`config.mk`:
```
export PLATFORM = sky130hd
export DESIGN_NAME = data_memory_dump_unit_flat
export DESIGN_NICKNAME = d
export VERILOG_FILES = /design/src/rtl/data_memory_dump_unit_pkg.sv /design/src/rtl/data_memory_dump_unit_if.sv /design/src/rtl/data_memory_dump_unit_word_byte_serializer.sv /design/src/rtl/data_memory_dump_unit.sv /design/src/flat_wrapper.sv
export SDC_FILE = /design/constraint.sdc
export NUM_CORES = 1
export LEC_CHECK = 0
export ABC_AREA = 1
export CELL_PAD_IN_SITES_DETAIL_PLACEMENT = 1
export CELL_PAD_IN_SITES_GLOBAL_PLACEMENT = 1
export CORE_MARGIN = 10
export CORE_UTILIZATION = 40
export CTS_BUF_LIST = sky130_fd_sc_hd__clkbuf_4
export DETAILED_ROUTE_END_ITERATION = 7
export HOLD_SLACK_MARGIN = 0.05
export PLACE_DENSITY = 0.95
export SYNTH_ARGS = -nofsm -noshare
export SYNTH_HDL_FRONTEND = slang
export SYNTH_HIERARCHICAL = 1
export SYNTH_SLANG_ARGS = --single-unit
```
`constraint.sdc`:
```
create_clock -name i_clock -period 4.45 [get_ports i_clock]
set_input_delay 0.89 -clock i_clock [delete_from_list [all_inputs] [get_ports i_clock]]
set_output_delay 0.89 -clock i_clock [all_outputs]
set_load 0.02 [all_outputs]
```
`src/rtl/data_memory_dump_unit_pkg.sv`:
```
// Shared definitions for the debug data-memory dump: FSM encoding, byte
// geometry and the byte-counter width helper.
package data_memory_dump_unit_pkg;

   localparam int NB_BYTE        = 8;
   localparam int DEF_NB_ADDR    = 5;
   localparam int DEF_NB_DATA    = 32;
   localparam int BYTES_PER_WORD = DEF_NB_DATA / NB_BYTE;

   // Counter width that stays legal when a word holds a single byte.
   function automatic int cnt_width(input int n);
      return (n > 1) ? $clog2(n) : 1;
   endfunction

   localparam int NB_BYTE_CNT = cnt_width(BYTES_PER_WORD);

   localparam logic [2:0] S_IDLE  = 3'd0;
   localparam logic [2:0] S_READ  = 3'd1;
   localparam logic [2:0] S_LATCH = 3'd2;
   localparam logic [2:0] S_SEND  = 3'd3;
   localparam logic [2:0] S_DONE  = 3'd4;

   typedef enum logic [2:0] {
      ST_IDLE  = S_IDLE,
      ST_READ  = S_READ,
      ST_LATCH = S_LATCH,
      ST_SEND  = S_SEND,
      ST_DONE  = S_DONE
   } dump_state_e;

endpackage

```
`src/rtl/data_memory_dump_unit_if.sv`:
```
// Memory read port and byte-stream (valid/ready) port of the dump unit.
// master = dump unit, slave = memory + UART transmitter side.
interface data_memory_dump_unit_if #(
   parameter int NB_ADDR = 5,
   parameter int NB_DATA = 32
);
   logic [NB_ADDR-1:0] o_mem_rd_addr;
   logic               o_mem_rd_enable;
   logic [NB_DATA-1:0] i_mem_data;
   logic [7:0]         o_tx_data;
   logic               o_tx_valid;
   logic               i_tx_ready;

   modport master (
      output o_mem_rd_addr, o_mem_rd_enable, o_tx_data, o_tx_valid,
      input  i_mem_data, i_tx_ready
   );

   modport slave (
      input  o_mem_rd_addr, o_mem_rd_enable, o_tx_data, o_tx_valid,
      output i_mem_data, i_tx_ready
   );
endinterface

```
`src/rtl/data_memory_dump_unit_word_byte_serializer.sv`:
```
// Splits one memory word into bytes, MSB first, over a valid/ready handshake.
// The byte on o_tx_data comes straight from the shift register, never from ready.
module word_byte_serializer
   import data_memory_dump_unit_pkg::*;
#(
   parameter int NB_DATA = 32
) (
   input  logic               i_clock,
   input  logic               i_reset,
   input  logic               i_load,
   input  logic [NB_DATA-1:0] i_word,
   input  logic               i_tx_ready,
   output logic [7:0]         o_tx_data,
   output logic               o_tx_valid,
   output logic               o_last_accepted
);
   localparam int BPW    = NB_DATA / NB_BYTE;
   localparam int NB_CNT = cnt_width(BPW);
   localparam logic [NB_CNT-1:0] LAST_BYTE = NB_CNT'(BPW - 1);

   logic [NB_DATA-1:0] shift_r;
   logic [NB_CNT-1:0]  byte_cnt_r;
   logic               valid_r;
   logic               accept_s;

   assign accept_s        = valid_r & i_tx_ready;
   assign o_last_accepted = accept_s & (byte_cnt_r == LAST_BYTE);
   assign o_tx_data       = shift_r[NB_DATA-1 -: NB_BYTE];
   assign o_tx_valid      = valid_r;

   // Valid is raised by a load and held until the final byte is taken.
   always_ff @(posedge i_clock or posedge i_reset) begin
      if (i_reset) begin
         shift_r    <= '0;
         byte_cnt_r <= '0;
         valid_r    <= 1'b0;
      end else if (i_load) begin
         shift_r    <= i_word;
         byte_cnt_r <= '0;
         valid_r    <= 1'b1;
      end else if (accept_s) begin
         shift_r    <= shift_r << NB_BYTE;
         byte_cnt_r <= byte_cnt_r + NB_CNT'(1);
         valid_r    <= ~o_last_accepted;
      end else begin
         shift_r    <= shift_r;
         byte_cnt_r <= byte_cnt_r;
         valid_r    <= valid_r;
      end
   end

endmodule

```
`src/rtl/data_memory_dump_unit.sv`:
```
// Debug dump of the whole data memory: reads every word in address order and
// streams it out as bytes to the UART transmitter.
module data_memory_dump_unit
   import data_memory_dump_unit_pkg::*;
#(
   parameter int NB_ADDR = DEF_NB_ADDR,
   parameter int NB_DATA = DEF_NB_DATA
) (
   input  logic                    i_clock,
   input  logic                    i_reset,
   input  logic                    i_start,
   output logic                    o_busy,
   output logic                    o_done,
   data_memory_dump_unit_if.master bus
);
   localparam logic [NB_ADDR-1:0] LAST_ADDR = {NB_ADDR{1'b1}};

   dump_state_e        state_r;
   dump_state_e        next_s;
   logic [NB_ADDR-1:0] addr_r;
   logic               busy_r;
   logic               addr_clr_s;
   logic               addr_inc_s;
   logic               load_s;
   logic               last_accepted_s;

   word_byte_serializer #(.NB_DATA(NB_DATA)) u_serializer (
      .i_clock         (i_clock),
      .i_reset         (i_reset),
      .i_load          (load_s),
      .i_word          (bus.i_mem_data),
      .i_tx_ready      (bus.i_tx_ready),
      .o_tx_data       (bus.o_tx_data),
      .o_tx_valid      (bus.o_tx_valid),
      .o_last_accepted (last_accepted_s)
   );

   // State, address counter and the registered busy flag.
   always_ff @(posedge i_clock or posedge i_reset) begin
      if (i_reset) begin
         state_r <= ST_IDLE;
         addr_r  <= '0;
         busy_r  <= 1'b0;
      end else begin
         state_r <= next_s;
         busy_r  <= (next_s != ST_IDLE);
         if (addr_clr_s) begin
            addr_r <= '0;
         end else if (addr_inc_s) begin
            addr_r <= addr_r + NB_ADDR'(1);
         end else begin
            addr_r <= addr_r;
         end
      end
   end

   // Termination compares against the all-ones address so the counter never wraps.
   always_comb begin
      next_s     = state_r;
      addr_clr_s = 1'b0;
      addr_inc_s = 1'b0;
      load_s     = 1'b0;
      case (state_r)
         ST_IDLE: begin
            if (i_start) begin
               addr_clr_s = 1'b1;
               next_s     = ST_READ;
            end else begin
               next_s = ST_IDLE;
            end
         end
         ST_READ:  next_s = ST_LATCH;
         ST_LATCH: begin
            load_s = 1'b1;
            next_s = ST_SEND;
         end
         ST_SEND: begin
            if (last_accepted_s) begin
               if (addr_r == LAST_ADDR) begin
                  next_s = ST_DONE;
               end else begin
                  addr_inc_s = 1'b1;
                  next_s     = ST_READ;
               end
            end else begin
               next_s = ST_SEND;
            end
         end
         ST_DONE:  next_s = ST_IDLE;
         default:  next_s = ST_IDLE;
      endcase
   end

   assign bus.o_mem_rd_enable = (state_r == ST_READ);
   assign bus.o_mem_rd_addr   = addr_r;
   assign o_done              = (state_r == ST_DONE);
   assign o_busy              = busy_r;

endmodule

```
`src/flat_wrapper.sv`:
```
// flat-port wrapper written by rule: the top's interface ports become plain ports
module data_memory_dump_unit_flat import data_memory_dump_unit_pkg::*;
#(
   parameter int NB_ADDR = DEF_NB_ADDR,
   parameter int NB_DATA = DEF_NB_DATA
)
  (i_clock, i_reset, i_start, o_busy, o_done, bus_o_mem_rd_addr, bus_o_mem_rd_enable, bus_o_tx_data, bus_o_tx_valid, bus_i_mem_data, bus_i_tx_ready);
  data_memory_dump_unit_if #(.NB_ADDR(NB_ADDR), .NB_DATA(NB_DATA)) bus_i ();
  input  logic i_clock;
  input  logic i_reset;
  input  logic i_start;
  output logic o_busy;
  output logic o_done;
  output wire logic [$bits(bus_i.o_mem_rd_addr)-1:0] bus_o_mem_rd_addr;
  output wire logic [$bits(bus_i.o_mem_rd_enable)-1:0] bus_o_mem_rd_enable;
  output wire logic [$bits(bus_i.o_tx_data)-1:0] bus_o_tx_data;
  output wire logic [$bits(bus_i.o_tx_valid)-1:0] bus_o_tx_valid;
  input wire logic [$bits(bus_i.i_mem_data)-1:0] bus_i_mem_data;
  input wire logic [$bits(bus_i.i_tx_ready)-1:0] bus_i_tx_ready;
  assign bus_o_mem_rd_addr = bus_i.o_mem_rd_addr;
  assign bus_o_mem_rd_enable = bus_i.o_mem_rd_enable;
  assign bus_o_tx_data = bus_i.o_tx_data;
  assign bus_o_tx_valid = bus_i.o_tx_valid;
  assign bus_i.i_mem_data = bus_i_mem_data;
  assign bus_i.i_tx_ready = bus_i_tx_ready;
  data_memory_dump_unit #(.NB_ADDR(NB_ADDR), .NB_DATA(NB_DATA)) u_core (.i_clock(i_clock), .i_reset(i_reset), .i_start(i_start), .o_busy(o_busy), .o_done(o_done), .bus(bus_i));
endmodule
```
==> results.cfg <==
[floorplan]
placementRows = 27
start_util = 0.411
die_h_um = 95.3
die_w_um = 95.3
core-area_sq_mm = 0.00551
dieArea_sq_mm = 0.00908
io_pins = 53

[synth]
yosys-top-cells-area = dfrtp_1 (49%), nand2_1 (25%), nand3_1 (7.5%)
synth.top_cell.area_share = 0.486
synth_top_flop_cell = dfrtp_1
yosysMostFrequentCell = nand2_1
synth_edf_count = 0
synth.distinct_cells = 21
synth_area_leader_cell = dfrtp_1
synthCells = 293
ys_ff_latch = 44
syn_area_sq_mm = 0.00227
synth.top_cells.by_count = nand2_1 (149), dfrtp_1 (44), nand3_1 (34), buf_4 (14)
yosysSeqAreaShare = 0.486
async_flop_share = 1.00
yosys_warnings = 6
postSynthAreaPerCell_sq_um = 7.73
synth_nets = 332

[detailed_routing]
vias_per_cell = 4.87
drc = 0
wl_per_cell_um = 14.6
drt_iter0_drc = 120
vias = 1962
ant_nets = 0
drt_pass1_iterations = 4
routed_wl_mm = 5.89

[min_path]
min-delay-start = u_core/u_serializer/shift_r[0]
min_path_type = reg2reg
holdPathStages = 2
worstHoldEndpoint = u_core/u_serializer/shift_r[0]

[run]
max_cap_violations = 0

[critical_path]
worstRegToRegCells = 7
crit_fanout = 4
crit_path_start_kind = flop
worstReg2RegEnd = u_core/u_serializer/shift_r[17]
r2r_slack_ps = 1970
timing.rr.start = u_core/state_r[0]
required_ps = 3560
worst-setup-path-type = reg2out
worstPathArrival_ps = 1690
critPathCaptureType = output pin

[grt]
antenna_found_initial = 0
grt_max_degree = 55
grt_pass1_vias = 2108
grt_pass1_wl_mm = 9.89
track_usage = 0.135
grt_overflow = 0

[timing]
setup_viol = 0
relSlewSlack = 0.269
period_share = 0.580
skew_ps = 13.4
fin_crit_ps = 2580
rsz0062_at_grt = false
hold_viol_final = 0
fmax_mhz = 388
report.final.slew_viol_count = 0
worst_slew_pin_slew_ps = 1090
tns_ps = 0

[clock_tree]
cts_tree = built
clk_pin_slew_ps = 130
cts_root_buf = clkbuf_4
post_cts_buffers = 0
clockBufferDepth = 2
cts_buffers = 5
cts_hold_buf = 0
cts_sinks = 44
cts_resized = 0
htreeDepth = 2
clk_latency_ps = 340

[pwr]
p_leak_nw = 1.43
ir_drop_mv = 0.241
power_w = 0.00166
p_per_area_mw_per_mm2 = 604

[placed_design]
place_hpwl_mm = 4.32
numPortBuffers = 52
place_congestion = 0.750
dpl_cell_area_sq_mm = 0.00270

[finish]
design_area_sq_mm = 0.00275
diodes = 0
layout-drive-gt1-share = 0.0514
nets = 370
area_growth_pct = 21.4

[outcome]
status = finished clean
==> state kept, by name (all words and copies together) (netlist names) <==
name                            cells
u_core/bus.o_mem_rd_addr            5
u_core/o_busy                       1
u_core/state_r                      3
u_core/u_serializer/byte_cnt_r      2
u_core/u_serializer/o_tx_valid      1
u_core/u_serializer/shift_r        32
==> layout by cell type (no fill, tap or decap), drive strengths merged <==
master / Yosys / routed
buf: 22 / 1
or2: 1 / 1
nand4: 4 / 4
clkinv: 0 / 1
o21ai: 8 / 8
nor3: 1 / 1
nand3: 35 / 35
ha: 3 / 3
clkdlybuf4s50: 0 / 52
nor2: 10 / 10
inv: 12 / 12
dfrtp: 44 / 44
o211ai: 1 / 1
clkbuf: 0 / 6
nand2: 152 / 152
==> per-stage QoR <==
| step | setup slack, ps | hold WS (ps) | std cells | util |
|---|---|---|---|---|
| finish | 1870 | 527 | 403 | 0.500 |
| floorplan | 2620 | 469 | 293 | - |
| detailed placement | 1730 | 496 | 396 | 0.491 |
| CTS | 1840 | 531 | 403 | 0.500 |
| global route | 1710 | 559 | 403 | 0.500 |
| global placement | 1840 | 488 | 396 | 0.491 |
==> worst max-delay path: stages (launching register included) <==
cell	delay, ps
dfrtp_1	410
inv_1	130
nand2_1	60
nor2_1	110
clkdlybuf4s50_1	630
==> metal layers <==
layer	track usage	routed length (um)	vias up	share of wire
li1	-	-	986	-
met1	0.166	2590	928	0.44
met2	0.226	2930	40	0.50
met3	0.0251	250	8	0.042
met4	0.0549	115	0	0.020
met5	0	0	-	0
==> kinds of logic after synthesis <==
group,after synthesis,share of synthesized area
flip-flops,44,0.486
AO/OA/AOI/OAI,9,0.0210
buffers and inverters,34,0.104
AND/OR/NAND/NOR,203,0.373
adder cells (fa/ha/maj),3,0.0166
==> area by class of cell <==
cell class	instances	area [sq um]
clock buffers	6	45.0
clock inverters	1	5.00
fillers	705	2760
inverters	12	52.6
multi-input cells	215	930
flip-flops and latches	44	1100
well taps	72	90.1
repair buffers	53	528
==> power by group <==
part	internal, W	total, W	switching [W]
Combinational	0.000291	0.000817	0.000526
Sequential	0.000559	0.000658	0.0000987
Clock	0.0000646	0.000186	0.000122
==> how the worst max path moves through the flow <==
stage                            startpoint                               to  slack [ps]  cells after the start
after global placement       bus_i_tx_ready      u_core/bus.o_mem_rd_addr[2]        1840                      8
after global routing      u_core/state_r[0]  u_core/u_serializer/shift_r[11]        1710                      7
after CTS                 u_core/state_r[2]              bus_o_mem_rd_enable        1840                      4
after detailed placement     bus_i_tx_ready      u_core/bus.o_mem_rd_addr[2]        1730                      8
after floorplan              bus_i_tx_ready      u_core/bus.o_mem_rd_addr[2]        2620                      8
final                     u_core/state_r[2]              bus_o_mem_rd_enable        1870                      4
No activity file was read; power rests on OpenSTA's default activity.
